File: src/rtl/pll_phase_ctrl.sv
// Dynamic phase-shift sequencer for the EHXPLLL phase-adjust port: turns fabric step
// requests into timed PHASESTEP pulses and tracks per-output phase offsets.
module pll_phase_ctrl #(
  parameter int SETUP_CYCLES = 4,
  parameter int PULSE_CYCLES = 4,
  parameter int HOLD_CYCLES  = 8,
  parameter int LOCK_CYCLES  = 16,
  parameter int STEP_WRAP    = 40
) (
  input  logic        clk,
  input  logic        rst,
  input  logic        locked,
  input  logic        req_valid,
  output logic        req_ready,
  input  logic [1:0]  req_sel,
  input  logic        req_dir,
  input  logic [5:0]  req_count,
  output logic        done,
  output logic        err,
  output logic        lock_ok,
  output logic [23:0] pos,
  output logic [1:0]  phasesel,
  output logic        phasedir,
  output logic        phasestep,
  output logic        phaseloadreg
);

  localparam int MAX_SP = (SETUP_CYCLES > PULSE_CYCLES) ? SETUP_CYCLES : PULSE_CYCLES;
  localparam int MAX_C  = (MAX_SP > HOLD_CYCLES) ? MAX_SP : HOLD_CYCLES;
  localparam int CNT_W  = $clog2(MAX_C + 1);
  localparam int LCK_W  = $clog2(LOCK_CYCLES + 1);

  localparam logic [CNT_W-1:0] SETUP_LAST = CNT_W'(SETUP_CYCLES - 1);
  localparam logic [CNT_W-1:0] PULSE_LAST = CNT_W'(PULSE_CYCLES - 1);
  localparam logic [CNT_W-1:0] HOLD_LAST  = CNT_W'(HOLD_CYCLES - 1);
  localparam logic [LCK_W-1:0] LOCK_LAST  = LCK_W'(LOCK_CYCLES - 1);
  localparam logic [5:0]       WRAP_MAX   = 6'(STEP_WRAP - 1);

  typedef enum logic [2:0] {
    ST_WAIT_LOCK = 3'd0,
    ST_IDLE      = 3'd1,
    ST_SETUP     = 3'd2,
    ST_PULSE     = 3'd3,
    ST_HOLD      = 3'd4
  } state_t;

  state_t           r_state;
  state_t           w_state_next;
  logic             r_sync1;
  logic             r_sync2;
  logic [LCK_W-1:0] r_lock_cnt;
  logic [LCK_W-1:0] w_lock_cnt_next;
  logic [CNT_W-1:0] r_cnt;
  logic [CNT_W-1:0] w_cnt_next;
  logic [5:0]       r_remaining;
  logic [3:0][5:0]  r_pos;
  logic [1:0]       r_phasesel;
  logic             r_phasedir;
  logic             r_phasestep;
  logic             r_req_ready;
  logic             r_lock_ok;
  logic             r_done;
  logic             r_err;
  logic             w_done_next;
  logic             w_err_next;
  logic             w_accept;
  logic             w_commit;

  // Delay moves forward, advance moves back; both wrap modulo STEP_WRAP.
  function automatic logic [5:0] pos_step(input logic [5:0] p, input logic dir);
    logic [5:0] r;
    if (dir == 1'b0) begin
      r = (p == WRAP_MAX) ? 6'd0 : p + 6'd1;
    end else begin
      r = (p == 6'd0) ? WRAP_MAX : p - 6'd1;
    end
    return r;
  endfunction

  // FSM state register
  always_ff @(posedge clk) begin
    if (rst) begin
      r_state <= ST_WAIT_LOCK;
    end else begin
      r_state <= w_state_next;
    end
  end

  // Next-state and one-cycle event decode; lock loss in flight beats every other exit.
  always_comb begin
    w_state_next    = r_state;
    w_cnt_next      = r_cnt + CNT_W'(1);
    w_lock_cnt_next = {LCK_W{1'b0}};
    w_done_next     = 1'b0;
    w_err_next      = 1'b0;
    w_accept        = 1'b0;
    w_commit        = 1'b0;
    case (r_state)
      ST_WAIT_LOCK: begin
        w_cnt_next = {CNT_W{1'b0}};
        if (r_sync2) begin
          if (r_lock_cnt == LOCK_LAST) begin
            w_state_next = ST_IDLE;
          end else begin
            w_lock_cnt_next = r_lock_cnt + LCK_W'(1);
          end
        end else begin
          w_lock_cnt_next = {LCK_W{1'b0}};
        end
      end
      ST_IDLE: begin
        w_cnt_next = {CNT_W{1'b0}};
        if (!r_sync2) begin
          w_state_next = ST_WAIT_LOCK;
        end else if (req_valid) begin
          w_accept = 1'b1;
          if (req_count == 6'd0) begin
            w_done_next = 1'b1;
          end else begin
            w_state_next = ST_SETUP;
          end
        end else begin
          w_state_next = ST_IDLE;
        end
      end
      ST_SETUP: begin
        if (!r_sync2) begin
          w_state_next = ST_WAIT_LOCK;
          w_err_next   = 1'b1;
          w_cnt_next   = {CNT_W{1'b0}};
        end else if (r_cnt == SETUP_LAST) begin
          w_state_next = ST_PULSE;
          w_cnt_next   = {CNT_W{1'b0}};
        end else begin
          w_state_next = ST_SETUP;
        end
      end
      ST_PULSE: begin
        if (!r_sync2) begin
          w_state_next = ST_WAIT_LOCK;
          w_err_next   = 1'b1;
          w_cnt_next   = {CNT_W{1'b0}};
        end else if (r_cnt == PULSE_LAST) begin
          w_state_next = ST_HOLD;
          w_cnt_next   = {CNT_W{1'b0}};
          w_commit     = 1'b1;
        end else begin
          w_state_next = ST_PULSE;
        end
      end
      ST_HOLD: begin
        if (!r_sync2) begin
          w_state_next = ST_WAIT_LOCK;
          w_err_next   = 1'b1;
          w_cnt_next   = {CNT_W{1'b0}};
        end else if (r_cnt == HOLD_LAST) begin
          w_cnt_next = {CNT_W{1'b0}};
          if (r_remaining != 6'd0) begin
            w_state_next = ST_SETUP;
          end else begin
            w_state_next = ST_IDLE;
            w_done_next  = 1'b1;
          end
        end else begin
          w_state_next = ST_HOLD;
        end
      end
      default: begin
        w_state_next = ST_WAIT_LOCK;
        w_cnt_next   = {CNT_W{1'b0}};
      end
    endcase
  end

  // Lock synchronizer, counters, position bookkeeping and registered PLL/handshake outputs.
  always_ff @(posedge clk) begin
    if (rst) begin
      r_sync1     <= 1'b0;
      r_sync2     <= 1'b0;
      r_lock_cnt  <= {LCK_W{1'b0}};
      r_cnt       <= {CNT_W{1'b0}};
      r_remaining <= 6'd0;
      r_pos       <= {4{6'd0}};
      r_phasesel  <= 2'b00;
      r_phasedir  <= 1'b1;
      r_phasestep <= 1'b1;
      r_req_ready <= 1'b0;
      r_lock_ok   <= 1'b0;
      r_done      <= 1'b0;
      r_err       <= 1'b0;
    end else begin
      r_sync1     <= locked;
      r_sync2     <= r_sync1;
      r_lock_cnt  <= w_lock_cnt_next;
      r_cnt       <= w_cnt_next;
      r_phasestep <= (w_state_next != ST_PULSE);
      r_req_ready <= (w_state_next == ST_IDLE);
      r_lock_ok   <= (w_state_next != ST_WAIT_LOCK);
      r_done      <= w_done_next;
      r_err       <= w_err_next;
      if (w_accept && (req_count != 6'd0)) begin
        r_remaining <= req_count;
        r_phasesel  <= req_sel;
        r_phasedir  <= req_dir;
      end else if (w_commit) begin
        r_remaining         <= r_remaining - 6'd1;
        r_pos[r_phasesel]   <= pos_step(r_pos[r_phasesel], r_phasedir);
      end else begin
        r_remaining <= r_remaining;
      end
    end
  end

  assign req_ready    = r_req_ready;
  assign done         = r_done;
  assign err          = r_err;
  assign lock_ok      = r_lock_ok;
  assign pos          = r_pos;
  assign phasesel     = r_phasesel;
  assign phasedir     = r_phasedir;
  assign phasestep    = r_phasestep;
  assign phaseloadreg = 1'b1;

endmodule
File: config.mk
export PLATFORM = sky130hd
export DESIGN_NAME = pll_phase_ctrl
export DESIGN_NICKNAME = d
export VERILOG_FILES = /design/src/rtl/pll_phase_ctrl.sv
export SDC_FILE = /design/constraint.sdc
export NUM_CORES = 1
export LEC_CHECK = 0
export CAP_MARGIN = 20
export CORE_MARGIN = 4
export CORE_UTILIZATION = 48
export CTS_CLUSTER_SIZE = 8
export DETAILED_ROUTE_END_ITERATION = 10
export GPL_ROUTABILITY_DRIVEN = 0
export PLACE_DENSITY_LB_ADDON = 0.3
export REMOVE_ABC_BUFFERS = 1
export SLEW_MARGIN = 40
export SYNTH_ARGS = -nofsm -noshare
export SYNTH_HDL_FRONTEND = slang
export SYNTH_SLANG_ARGS = --single-unit
export TNS_END_PERCENT = 30
File: constraint.sdc
create_clock -name clk -period 2.1 [get_ports clk]
set_input_delay 0.21 -clock clk [delete_from_list [all_inputs] [get_ports clk]]
set_output_delay 0.21 -clock clk [all_outputs]
set_load 0.01 [all_outputs]
* Word-level counts from Yosys, hierarchy flattened
Cells that the tools add are included.
W data, S select, Z words.
** Operators by class
- Add/sub/neg operators :: 5
- Order comparisons :: 2
- Eq/ne operators :: 10
- Muxes and demuxes :: 45
- Bitwise operators :: 4
- Reduce and logical (&&, ||, !) cells :: 14
** Operators by type and width (count)
- $mux W6 :: 10
- $mux W3 :: 9
- $bwmux W24 :: 1
- $mux W4 :: 4
- $pmux W3 S5 :: 1
- $mux W1 :: 14
- $bmux W6 S2 :: 1
- $demux W6 S2 :: 1
- $logic_not A6 Y1 :: 2
- $reduce_bool A6 Y1 :: 2
- $sub A6 B1 Y6 const B :: 2
- $pmux W4 S2 :: 1
- $add A6 B1 Y6 const B :: 1
- $eq A3 B1 Y1 const B :: 2
- $eq A3 B2 Y1 const B :: 2
- $eq A6 B6 Y1 const B :: 1
- $add A5 B1 Y5 const B :: 1
- $eq A5 B4 Y1 const B :: 1
- $add A4 B1 Y4 const B :: 1
- $eq A4 B2 Y1 const B :: 1
- $eq A4 B3 Y1 const B :: 1
- $mux W2 :: 2
- $not A1 Y1 :: 4
- $reduce_or A2 Y1 :: 2
- other kinds (12) :: 13
** Storage, ports and cells
- Flip-flop bits (word level) :: 52
- Input bits :: 13
- Output and inout port bits :: 33
- Logic and storage cells :: 97

* Depth between registers and ports, before layout
Gate-level depths: netlist of the first run.
- Depth after elaboration :: 9
- Gate-level depth with buffers :: 10
- Gate-level depth less buffers :: 8

* Worst setup path before layout of the first run
Ideal clock, no wire load.
- Path kind :: register -> register
- Start :: register r_phasesel[1] (netlist: phasesel[1])
- End :: register r_pos (netlist bit pos[10])
- Setup time :: 139 ps
- Data arrival time :: 2193 ps
- Required time :: 1961 ps
- Path slack :: -232 ps
- Stages on the path, launching flop included :: 10
- Buffers on the path :: 2
- Clock period less this slack :: 2332 ps
- Cells stage by stage :: dfxtp_1 buf_6 buf_6 mux4_2 ha_1 nand2b_1 o22ai_1 nor3b_1 o31ai_1 o22ai_1
** On the way
- Longest elaborated chain between the ends :: 9
- Elaborated cells between the ends (all ways) :: 18
- Those cells by class :: add/sub: 2; order compare: 2; eq/ne: 1; mux: 11; reduce/logical: 2
** Ends and longest elaborated chain
- start, declared :: RTL line 57 : logic [1:0] r_phasesel;
- start signal, assigned :: RTL line 203 : r_phasesel <= req_sel;
- $bmux W6 S2 :: RTL line 207 : r_pos[r_phasesel] <= pos_step(r_pos[r_phasesel], r_phasedir);
- $mux W6 (not written as such) :: RTL line 207
- $add A6 B1 Y6, or another cell as far along :: RTL line 73 : r = (p == WRAP_MAX) ? 6'd0 : p + 6'd1;
- $mux W6 (on tied branches) :: RTL line 73, 75
- $mux W6 :: RTL line 72 : if (dir == 1'b0) begin
- $mux W6 :: RTL line 205 : end else if (w_commit) begin
- $mux W6 :: RTL line 201 : if (w_accept && (req_count != 6'd0)) begin
- $mux W6 :: RTL line 177 : if (rst) begin
- $bwmux W24 (*) :: RTL line 207
- end signal, assigned :: RTL line 183 : r_pos <= {4{6'd0}};
- end signal, assigned by index :: RTL line 207
- end, declared :: RTL line 56 : logic [3:0][5:0] r_pos;
Mark *: on every way between the ends. The rest lies on a longest branch, timed or not. The select of a mux whose other input is x is not followed.
A chain may end at the register's enable or synchronous reset.

* Worst setup path after layout of the first run
- Start :: register r_phasesel[1] (netlist: phasesel[1])
- End :: register r_pos (netlist bit pos[11])
The elaborated chain is that of the path after synthesis.

==> results of run 1 <==
==> state kept, by name, indices dropped and copies added, names as in the netlist <==
name,cells
phasesel,2
r_state,3
done,1
err,1
phasestep,1
r_sync2,1
req_ready,1
phasedir,1
r_remaining,6
r_sync1,1
r_lock_cnt,5
r_cnt,4
pos,24
lock_ok,1
==> area by class of cell <==
cell class              instances  area, um2
flip-flops and latches         52       1046
fillers                       406       1682
clock buffers                   8      90.09
multi-input cells             219       1682
well taps                      72      90.09
repair buffers                 95      838.3
inverters                      21      78.83
==> through the flow <==
stage | area (um2) | util, % | hold WS [ns] | std cells | TNS, ns
after global placement | 3520 | 63.92 | 0.4282 | 457 | -6.975
after global routing | 3825 | 69.46 | 0.4659 | 467 | -3.522
after detailed placement | 3520 | 63.92 | 0.4277 | 457 | -8.215
final | 3825 | 69.46 | 0.4432 | 467 | -1.606
after CTS | 3729 | 67.71 | 0.4480 | 466 | -1.168
after floorplan | 2621 | - | 0.2791 | 292 | -6.501
==> worst max-delay path: cells and delay by family, from the launching register on <==
kind	cells	cell delay (ns)
DFF	1	0.42
muxes	1	0.50
buffers and inverters	1	0.11
and+or+nand+nor	1	0.37
AOI/OAI and AO/OA	3	0.73
==> repair_timing <==
| action | in CTS | in global routing |
|---|---|---|
| endpoints found under the setup margin | 25 | 26 |
| hold buffers | 0 | 0 |
| gates cloned | 0 | 0 |
| gates resized for setup | 28 | 20 |
| setup buffers | 1 | 4 |
| pin swaps | 10 | 11 |
==> layer usage <==
metal | wire length (um) | vias to the layer above
li1 | - | 1300
met1 | 3600 | 1336
met2 | 3624 | 107
met3 | 447 | 20
met4 | 222 | 0
met5 | 0 | -
==> placed cells by master, fill, tap and decap left out, types with 3 or more instances in the layout <==
cell type	netlist	layout
inv_2	0	3
nand2_1	10	9
o21ai_0	9	6
nor3_1	5	5
dfxtp_1	52	50
o22ai_1	5	4
mux2i_1	4	4
o21bai_1	3	3
nor4_1	4	3
a211oi_2	0	5
nor2_1	40	38
nor3b_1	6	5
and3_1	4	4
buf_4	1	47
mux4_2	6	6
nor2b_1	4	4
and4_1	4	4
clkbuf_8	0	6
nand3_1	10	9
inv_1	21	18
o31ai_1	6	4
nand3b_1	5	5
a21oi_1	15	14
nand2b_1	11	9
a31oi_1	4	4
ha_1	8	5
a211oi_1	14	8
o221ai_1	4	4
buf_6	2	4
clkdlybuf4s50_1	0	44
==> power by group <==
part / leakage (nW) / internal, mW / total (mW) / switching [mW]
registers: 0.421 / 0.986 / 0.988 / 0.00180
logic: 0.955 / 0.0300 / 0.0585 / 0.0285
clock network: 0.0455 / 0.270 / 0.591 / 0.322
==> path summary, 6_finish.rpt <==
kind             end         from
max          pos[11]  phasesel[1]
min          r_sync2      r_sync1
max reg2reg  pos[11]  phasesel[1]
min reg2reg  r_sync2      r_sync1
==> cells by family after synthesis <==
family / Yosys count
adder cells (fa/ha/maj): 8
other: 1
buffers and inverters: 39
multiplexers: 10
flip-flops: 52
AND/OR/NAND/NOR: 117
XOR/XNOR: 5
AO/OA/AOI/OAI: 78
==> flow_metrics.env, run 1 <==
export IMPL_status="finished with violations"
export IMPL_violations="negative setup slack"
export IMPL_nets=415
export IMPL_grt_ovfl_total=0
export IMPL_synth_edf_count=0
export IMPL_synth_area_per_cell_um2=8.738
export IMPL_dr_pass1_iters=5
export IMPL_skew_ns=0.01001
export IMPL_syn_inst=310
export IMPL_drc=0
export IMPL_synthTopCellsByArea="dfxtp_1 (38%), nor2_1 (5.5%), mux4_2 (5.0%)"
export IMPL_ys_ff_latch=52
export IMPL_yosys_area_share_simple_pct=23.28
export IMPL_critPathKind="reg2reg"
export IMPL_clk_latency_ns=0.31
export IMPL_drt_iter0_drc=281
export IMPL_cts_sinks=52
export IMPL_wirelength_um=7894
export IMPL_powerDensity_nw_per_um2=428.2
export IMPL_cts_buffers=5
export IMPL_pin_count=46
export IMPL_synth_compound_area_share_pct=20.23
export IMPL_die_w_um=83.12
export IMPL_num_rows=27
export IMPL_drt_wirelength_per_cell_um=16.90
export IMPL_final_antenna_net_count=0
export IMPL_antenna_found_initial=0
export IMPL_grt_start_max_net_pins=22
export IMPL_cts_tree="done"
export IMPL_core_um2=5507
export IMPL_rsz0062_at_grt="yes"
export IMPL_synth_top_family_by_area="simple AND/OR/NAND/NOR gates"
export IMPL_root_buffer="clkbuf_8"
export IMPL_cp_slowest_cell="mux4_2"
export IMPL_die_y_um=83.12
export IMPL_yosys_area_top_type_share_pct=38.43
export IMPL_hold_viol=0
export IMPL_max_cap_violations=0
export IMPL_reg2regPathDepth=6
export IMPL_grt_use_met2_pct=34.48
export IMPL_ys_top_cells_by_count="dfxtp_1 (52), nor2_1 (40), inv_1 (21)"
export IMPL_grt_pass1_wl_um=12780
export IMPL_crit_arrival_ns=2.45
export IMPL_place_port_buffers=44
export IMPL_p_leak_nw=1.421
export IMPL_top_usage_layer="met2"
export IMPL_cp_required_ns=2.29
export IMPL_dpl_worst_slack_ns=-0.4341
export IMPL_first_global_vias=2625
export IMPL_grt_util_all_layers_pct=22.27
export IMPL_clk_pin_slew_ns=0.09
export IMPL_synthAdderAreaFrac_pct=3.695
export IMPL_min_path_type="reg2reg"
export IMPL_total_power_mw=1.638
export IMPL_synth_cell_types=54
export IMPL_synth_warnings=0
export IMPL_period_needed_ns=2.257
export IMPL_synth_mux_area_share_pct=6.467
export IMPL_grtUsageMet1_pct=30.60
export IMPL_critPathLaunchType="register"
export IMPL_ys_async_sr_fraction_pct=0
export IMPL_area_growth_pct=41.20
export IMPL_syn_area_um2=2709
export IMPL_diodes=0
export IMPL_start_util_pct=49.19
export IMPL_synth_most_common_cell="dfxtp_1"
export IMPL_synth_largest_area_cell="dfxtp_1"
export IMPL_drv_slew=0
export IMPL_crit_path_max_incr_delay_ns=0.50
export IMPL_whs_path_depth=1
export IMPL_use_met3_pct=3.671
export IMPL_yosys_most_used_dff="dfxtp_1"
export IMPL_max_freq_ghz=0.4430
export IMPL_htree_levels=2
export IMPL_crit_chain="buf_6 -> mux4_2 -> or3_4 -> o311a_1 -> a41oi_2 -> o221ai_1"
export IMPL_synthXorXnorAreaFrac_pct=1.617
export IMPL_dp_hpwl_um=5533
export IMPL_reg2reg_slack_ns=-0.16
export IMPL_post_route_period_util_pct=107.5
export IMPL_cts_buffer_depth=2
export IMPL_crit_path_max_fanout=7
export IMPL_setup_viol=18
export IMPL_drive_above_1_share_pct=25.82
export IMPL_peakVddDrop_mv=0.3849
export IMPL_end_kind="register"
export IMPL_finalWorstSetupSlack_ns=-0.1571
export IMPL_vias_per_cell=5.916
export IMPL_synth_seq_area_share_pct=38.43
export IMPL_vias=2763
export IMPL_die_area_um2=6909
Note: power is estimated with default switching activity, not from simulation.
==> run 2: changes to the inputs <==
--- a/config.mk
+++ b/config.mk
@@ -7,7 +7,7 @@
 export LEC_CHECK = 0
 export CAP_MARGIN = 20
 export CORE_MARGIN = 4
-export CORE_UTILIZATION = 48
+export CORE_UTILIZATION = 53
 export CTS_CLUSTER_SIZE = 8
 export DETAILED_ROUTE_END_ITERATION = 10
 export GPL_ROUTABILITY_DRIVEN = 0
==> constraint.sdc (replaced) <==
create_clock -name clk -period 2.4 [get_ports clk]
set_input_delay 0.24 -clock clk [delete_from_list [all_inputs] [get_ports clk]]
set_output_delay 0.24 -clock clk [all_outputs]
set_load 0.01 [all_outputs]
==> flow_metrics.env, run 2 (synthesis results as in run 1) <==
export IMPL_status="completed"
export IMPL_p_comb_share_pct=3.5
export IMPL_vias_per_cell=5.784
export IMPL_start_util_pct=55.87
export IMPL_cp_endpoint="pos[5]"
export IMPL_switching_share_pct=21.29
export IMPL_setup_viol=0
export IMPL_nets=388
export IMPL_cts_sinks=52
export IMPL_placedCellCount=427
export IMPL_critPathLaunchType="register"
export IMPL_dr_pass1_iters=4
export IMPL_clk_latency_ns=0.31
export IMPL_layout_commonest_cell="dfxtp_1"
export IMPL_r2r_end="pos[5]"
export IMPL_drv_slew=0
export IMPL_p_int_mw=1.124
export IMPL_grt_ovfl_total=0
export IMPL_design_area_um2=3456
export IMPL_skew_ns=0.003732
export IMPL_worst_slew_pin_slew_ns=0.5290
export IMPL_num_rows=25
export IMPL_mostFrequentLayoutCells="dfxtp_1 (50), clkdlybuf4s50_1 (44), nor2_1 (40)"
export IMPL_die_w_um=79.49
export IMPL_reg2regPathDepth=6
export IMPL_grt_util_all_layers_pct=22.15
export IMPL_dp_hpwl_um=5011
export IMPL_drc=0
export IMPL_rsz0062_at_grt="yes"
export IMPL_drt_iter0_drc=144
export IMPL_hold_buffers=0
export IMPL_cp_required_ns=2.59
export IMPL_first_global_vias=2429
export IMPL_grt_pass1_wl_um=11120
export IMPL_wirelength_um=6601
export IMPL_die_area_um2=6319
export IMPL_period_needed_ns=2.332
export IMPL_powerDensity_nw_per_um2=413.1
export IMPL_crit_path_max_fanout=5
export IMPL_core_um2=4848
export IMPL_crit_arrival_ns=2.52
export IMPL_p_leak_nw=1.234
export IMPL_pwr_share_seq_pct=60.6
export IMPL_post_route_period_util_pct=97.15
export IMPL_max_cap_violations=0
export IMPL_maxSlewHeadroom_pct=64.67
export IMPL_placed_area_um2=3338
export IMPL_min_path_type="reg2reg"
export IMPL_crit_start="phasesel[1]"
export IMPL_root_buffer="clkbuf_8"
export IMPL_reg2reg_slack_ns=0.07
export IMPL_drive_above_1_share_pct=13.59
export IMPL_tns_ns=0
export IMPL_cts_buffers=5
export IMPL_diodes=0
export IMPL_pin_count=46
export IMPL_area_growth_pct=27.57
export IMPL_cp_slowest_cell="mux4_2"
export IMPL_die_y_um=79.49
export IMPL_reg2reg_from="phasesel[1]"
export IMPL_critPathKind="reg2reg"
export IMPL_cts_buffer_depth=2
export IMPL_crit_chain="buf_12 -> mux4_2 -> or3_4 -> o311a_1 -> a41oi_2 -> o221ai_1"
export IMPL_final_antenna_net_count=0
export IMPL_total_power_mw=1.428
export IMPL_peakVddDrop_mv=0.3457
export IMPL_fin_cells=435
export IMPL_end_kind="register"
export IMPL_max_freq_ghz=0.4289
export IMPL_vias=2516
export IMPL_cts_tree="done"
export IMPL_clk_pin_slew_ns=0.09
export IMPL_crit_path_max_incr_delay_ns=0.54
export IMPL_drt_wirelength_per_cell_um=15.17
export IMPL_place_port_buffers=44
export IMPL_p_clk_share_pct=36.0
export IMPL_hold_viol=0
export IMPL_p_switching_mw=0.3039
export IMPL_htree_levels=2
export IMPL_antenna_found_initial=0
export IMPL_grt_start_max_net_pins=23
export IMPL_largest_register_ff_count=24
==> run 2: cell types whose count changed in the layout (fill, tap and decap cells not counted), moves of 3 or more <==
cell	change
inv_1	+3
buf_6	-4
buf_4	-24
a211oi_2	-5
o21ai_0	+3
inv_2	-3
a211oi_1	+6
==> run 2: how the worst min path moves through the flow <==
stage / from / end / slack (ns) / cells past startpoint
after detailed placement: r_sync1 / r_sync2 / 0.42 / 1
after global routing: r_sync1 / r_sync2 / 0.47 / 1
after CTS: r_sync1 / r_sync2 / 0.44 / 1
final: r_sync1 / r_sync2 / 0.44 / 1
after floorplan: rst / r_remaining[0] / 0.31 / 1
after global placement: r_sync1 / r_sync2 / 0.42 / 1
==> run 2: cell type report <==
class / count / area [um2]
tap: 67 / 83.83
multi-input combinational: 219 / 1520
clock inverter: 1 / 7.507
inverter: 21 / 78.83
fill: 372 / 1393
timing repair buffer: 68 / 633.1
sequential: 52 / 1046
clock buffer: 7 / 86.33
==> run 2: power by group through the flow <==
stage | Sequential, mW | Combinational (mW) | Clock (mW)
3_3_place_gp | 0.886 | 0.0493 | 0
3_5_place_dp | 0.886 | 0.0491 | 0
5_1_grt | 0.865 | 0.0538 | 0.564
4_1_cts | 0.866 | 0.0494 | 0.525
2_1_floorplan | 0.885 | 0.0121 | 0
6_report | 0.865 | 0.0497 | 0.513
==> run 2: metrics by stage <==
step	setup WS [ns]	util, %	hold slack (ns)
finish	0.06836	71.28	0.4447
global route	-0.03574	71.28	0.4672
CTS	0.01741	70.81	0.4438
detailed placement	-0.05884	68.85	0.4220
global placement	0.03692	68.85	0.4225
floorplan	-0.09209	-	0.3091
==> run 2: timing repair <==
action | 4_1_cts | 5_1_grt
buffers inserted | 0 | 0
resized for setup | 1 | 6
pin swaps | 0 | 1
setup endpoints to repair | 11 | 20
==> run 2: metal layers <==
layer	routed length [um]	up-vias	track usage [%]
met5	0	-	0
met4	115	0	9.107
met1	3069	1171	30.04
li1	-	1248	-
met3	364	9	4.063
met2	3051	88	34.56
==> run 2: critical path, delay by kind of cell (launching register included) <==
kind            cells  cell delay, ns
compound gates      3            0.73
buf+inv             1            0.12
flops               1            0.40
mux                 1            0.54
simple gates        1            0.41
==> run 3: changes to the inputs <==
==> constraint.sdc (replaced) <==
create_clock -name clk -period 2.4 [get_ports clk]
set_input_delay 0.36 -clock clk [delete_from_list [all_inputs] [get_ports clk]]
set_output_delay 0.36 -clock clk [all_outputs]
set_load 0.01 [all_outputs]
==> flow_metrics.env, run 3 (synthesis results as in run 1) <==
export IMPL_status="completed"
export IMPL_cts_buffer_depth=2
export IMPL_max_cap_violations=0
export IMPL_crit_path_max_fanout=5
export IMPL_total_power_mw=1.432
export IMPL_drt_wirelength_per_cell_um=15.64
export IMPL_rsz0062_at_grt="yes"
export IMPL_powerDensity_nw_per_um2=405.4
export IMPL_clk_latency_ns=0.31
export IMPL_first_global_vias=2498
export IMPL_start_util_pct=55.87
export IMPL_fin_cells=436
export IMPL_drive_above_1_share_pct=15.45
export IMPL_post_route_period_util_pct=97.84
export IMPL_num_rows=25
export IMPL_place_port_buffers=44
export IMPL_final_antenna_net_count=0
export IMPL_finalWorstSetupSlack_ns=0.05194
export IMPL_crit_arrival_ns=2.54
export IMPL_multi_input_area_um2=1589
export IMPL_dp_hpwl_um=5023
export IMPL_cts_tree="done"
export IMPL_tns_ns=0
export IMPL_area_growth_pct=30.39
export IMPL_drv_slew=0
export IMPL_largest_register_ff_count=24
export IMPL_max_freq_ghz=0.4259
export IMPL_skew_ns=0.004379
export IMPL_period_needed_ns=2.348
export IMPL_grt_util_all_layers_pct=22.63
export IMPL_hold_buffers=0
export IMPL_setup_viol=0
export IMPL_dpl_worst_slack_ns=-0.1277
export IMPL_seqCellArea_um2=1046
export IMPL_die_area_um2=6319
export IMPL_vias_per_cell=5.839
export IMPL_nets=389
export IMPL_antenna_found_initial=0
export IMPL_whs_ns=0.4429
export IMPL_die_y_um=79.49
export IMPL_wirelength_um=6817
export IMPL_drt_iter0_drc=129
export IMPL_root_buffer="clkbuf_8"
export IMPL_critPathKind="reg2reg"
export IMPL_grt_ovfl_total=0
export IMPL_dr_pass1_iters=4
export IMPL_min_path_type="reg2reg"
export IMPL_grt_start_max_net_pins=23
export IMPL_diodes=0
export IMPL_cts_buffers=5
export IMPL_drc=0
export IMPL_num_fill_cells=379
export IMPL_grt_pass1_wl_um=11320
export IMPL_pin_count=46
export IMPL_cp_required_ns=2.59
export IMPL_mostFrequentLayoutCells="dfxtp_1 (50), clkdlybuf4s50_1 (44), nor2_1 (40)"
export IMPL_die_w_um=79.49
export IMPL_core_um2=4848
export IMPL_peakVddDrop_mv=0.3903
export IMPL_cts_sinks=52
export IMPL_critPathLaunchType="register"
export IMPL_htree_levels=2
export IMPL_placedCellCount=427
export IMPL_end_kind="register"
export IMPL_vias=2546
export IMPL_hold_viol=0
export IMPL_layout_commonest_cell="dfxtp_1"
export IMPL_clk_pin_slew_ns=0.09
export IMPL_p_leak_nw=1.237
-- run 3: critical path, cell delays in order, from the launching register on --
cell      delay, ns
dfxtp_4        0.40
buf_12         0.12
mux4_2         0.55
or3_4          0.42
o311a_4        0.33
a41oi_4        0.26
o221ai_1       0.15
-- run 3: cell type report --
cell class / count / area share, %
inverters: 21 / 2.232
repair buffers: 69 / 18.14
flip-flops and latches: 52 / 29.61
clock inverters: 1 / 0.2125
well taps: 67 / 2.373
clock buffers: 7 / 2.444
multi-input cells: 219 / 44.99
-- run 3: report_power, final --
part	internal [mW]	switching (mW)
Combinational	0.0263	0.0241
Clock	0.235	0.282
Sequential	0.863	0.00177
Total	1.12	0.308
-- run 3: per-layer routing --
metal | wire length (um) | GRT usage (%) | share of wire, % | vias to the layer above
li1 | - | - | - | 1247
met1 | 3220 | 29.87 | 47 | 1205
met2 | 3140 | 36.48 | 46 | 80
met3 | 330 | 5.305 | 4.8 | 14
met4 | 125 | 7.216 | 1.8 | 0
met5 | 0 | 0 | 0 | -
-- run 3: path summary, 6_finish.rpt --
| check | cells after the start | to | start | slack (ns) |
|---|---|---|---|---|
| min reg2reg | 1 | r_sync2 | r_sync1 | 0.44 |
| max reg2reg | 6 | pos[17] | phasesel[1] | 0.05 |
| max | 6 | pos[17] | phasesel[1] | 0.05 |
| min | 1 | r_sync2 | r_sync1 | 0.44 |
-- run 3: per-stage QoR --
step / utilization, % / cell area (um2)
detailed placement: 68.85 / 3338
global route: 72.85 / 3532
CTS: 70.92 / 3438
floorplan: - / 2621
global placement: 68.85 / 3338
finish: 72.85 / 3532
-- run 3: timing repair --
item	CTS	global route
endpoints found under the hold margin	0	0
pin swaps	0	1
resized for setup	2	14
endpoints found under the setup margin	14	20
setup buffers	0	1
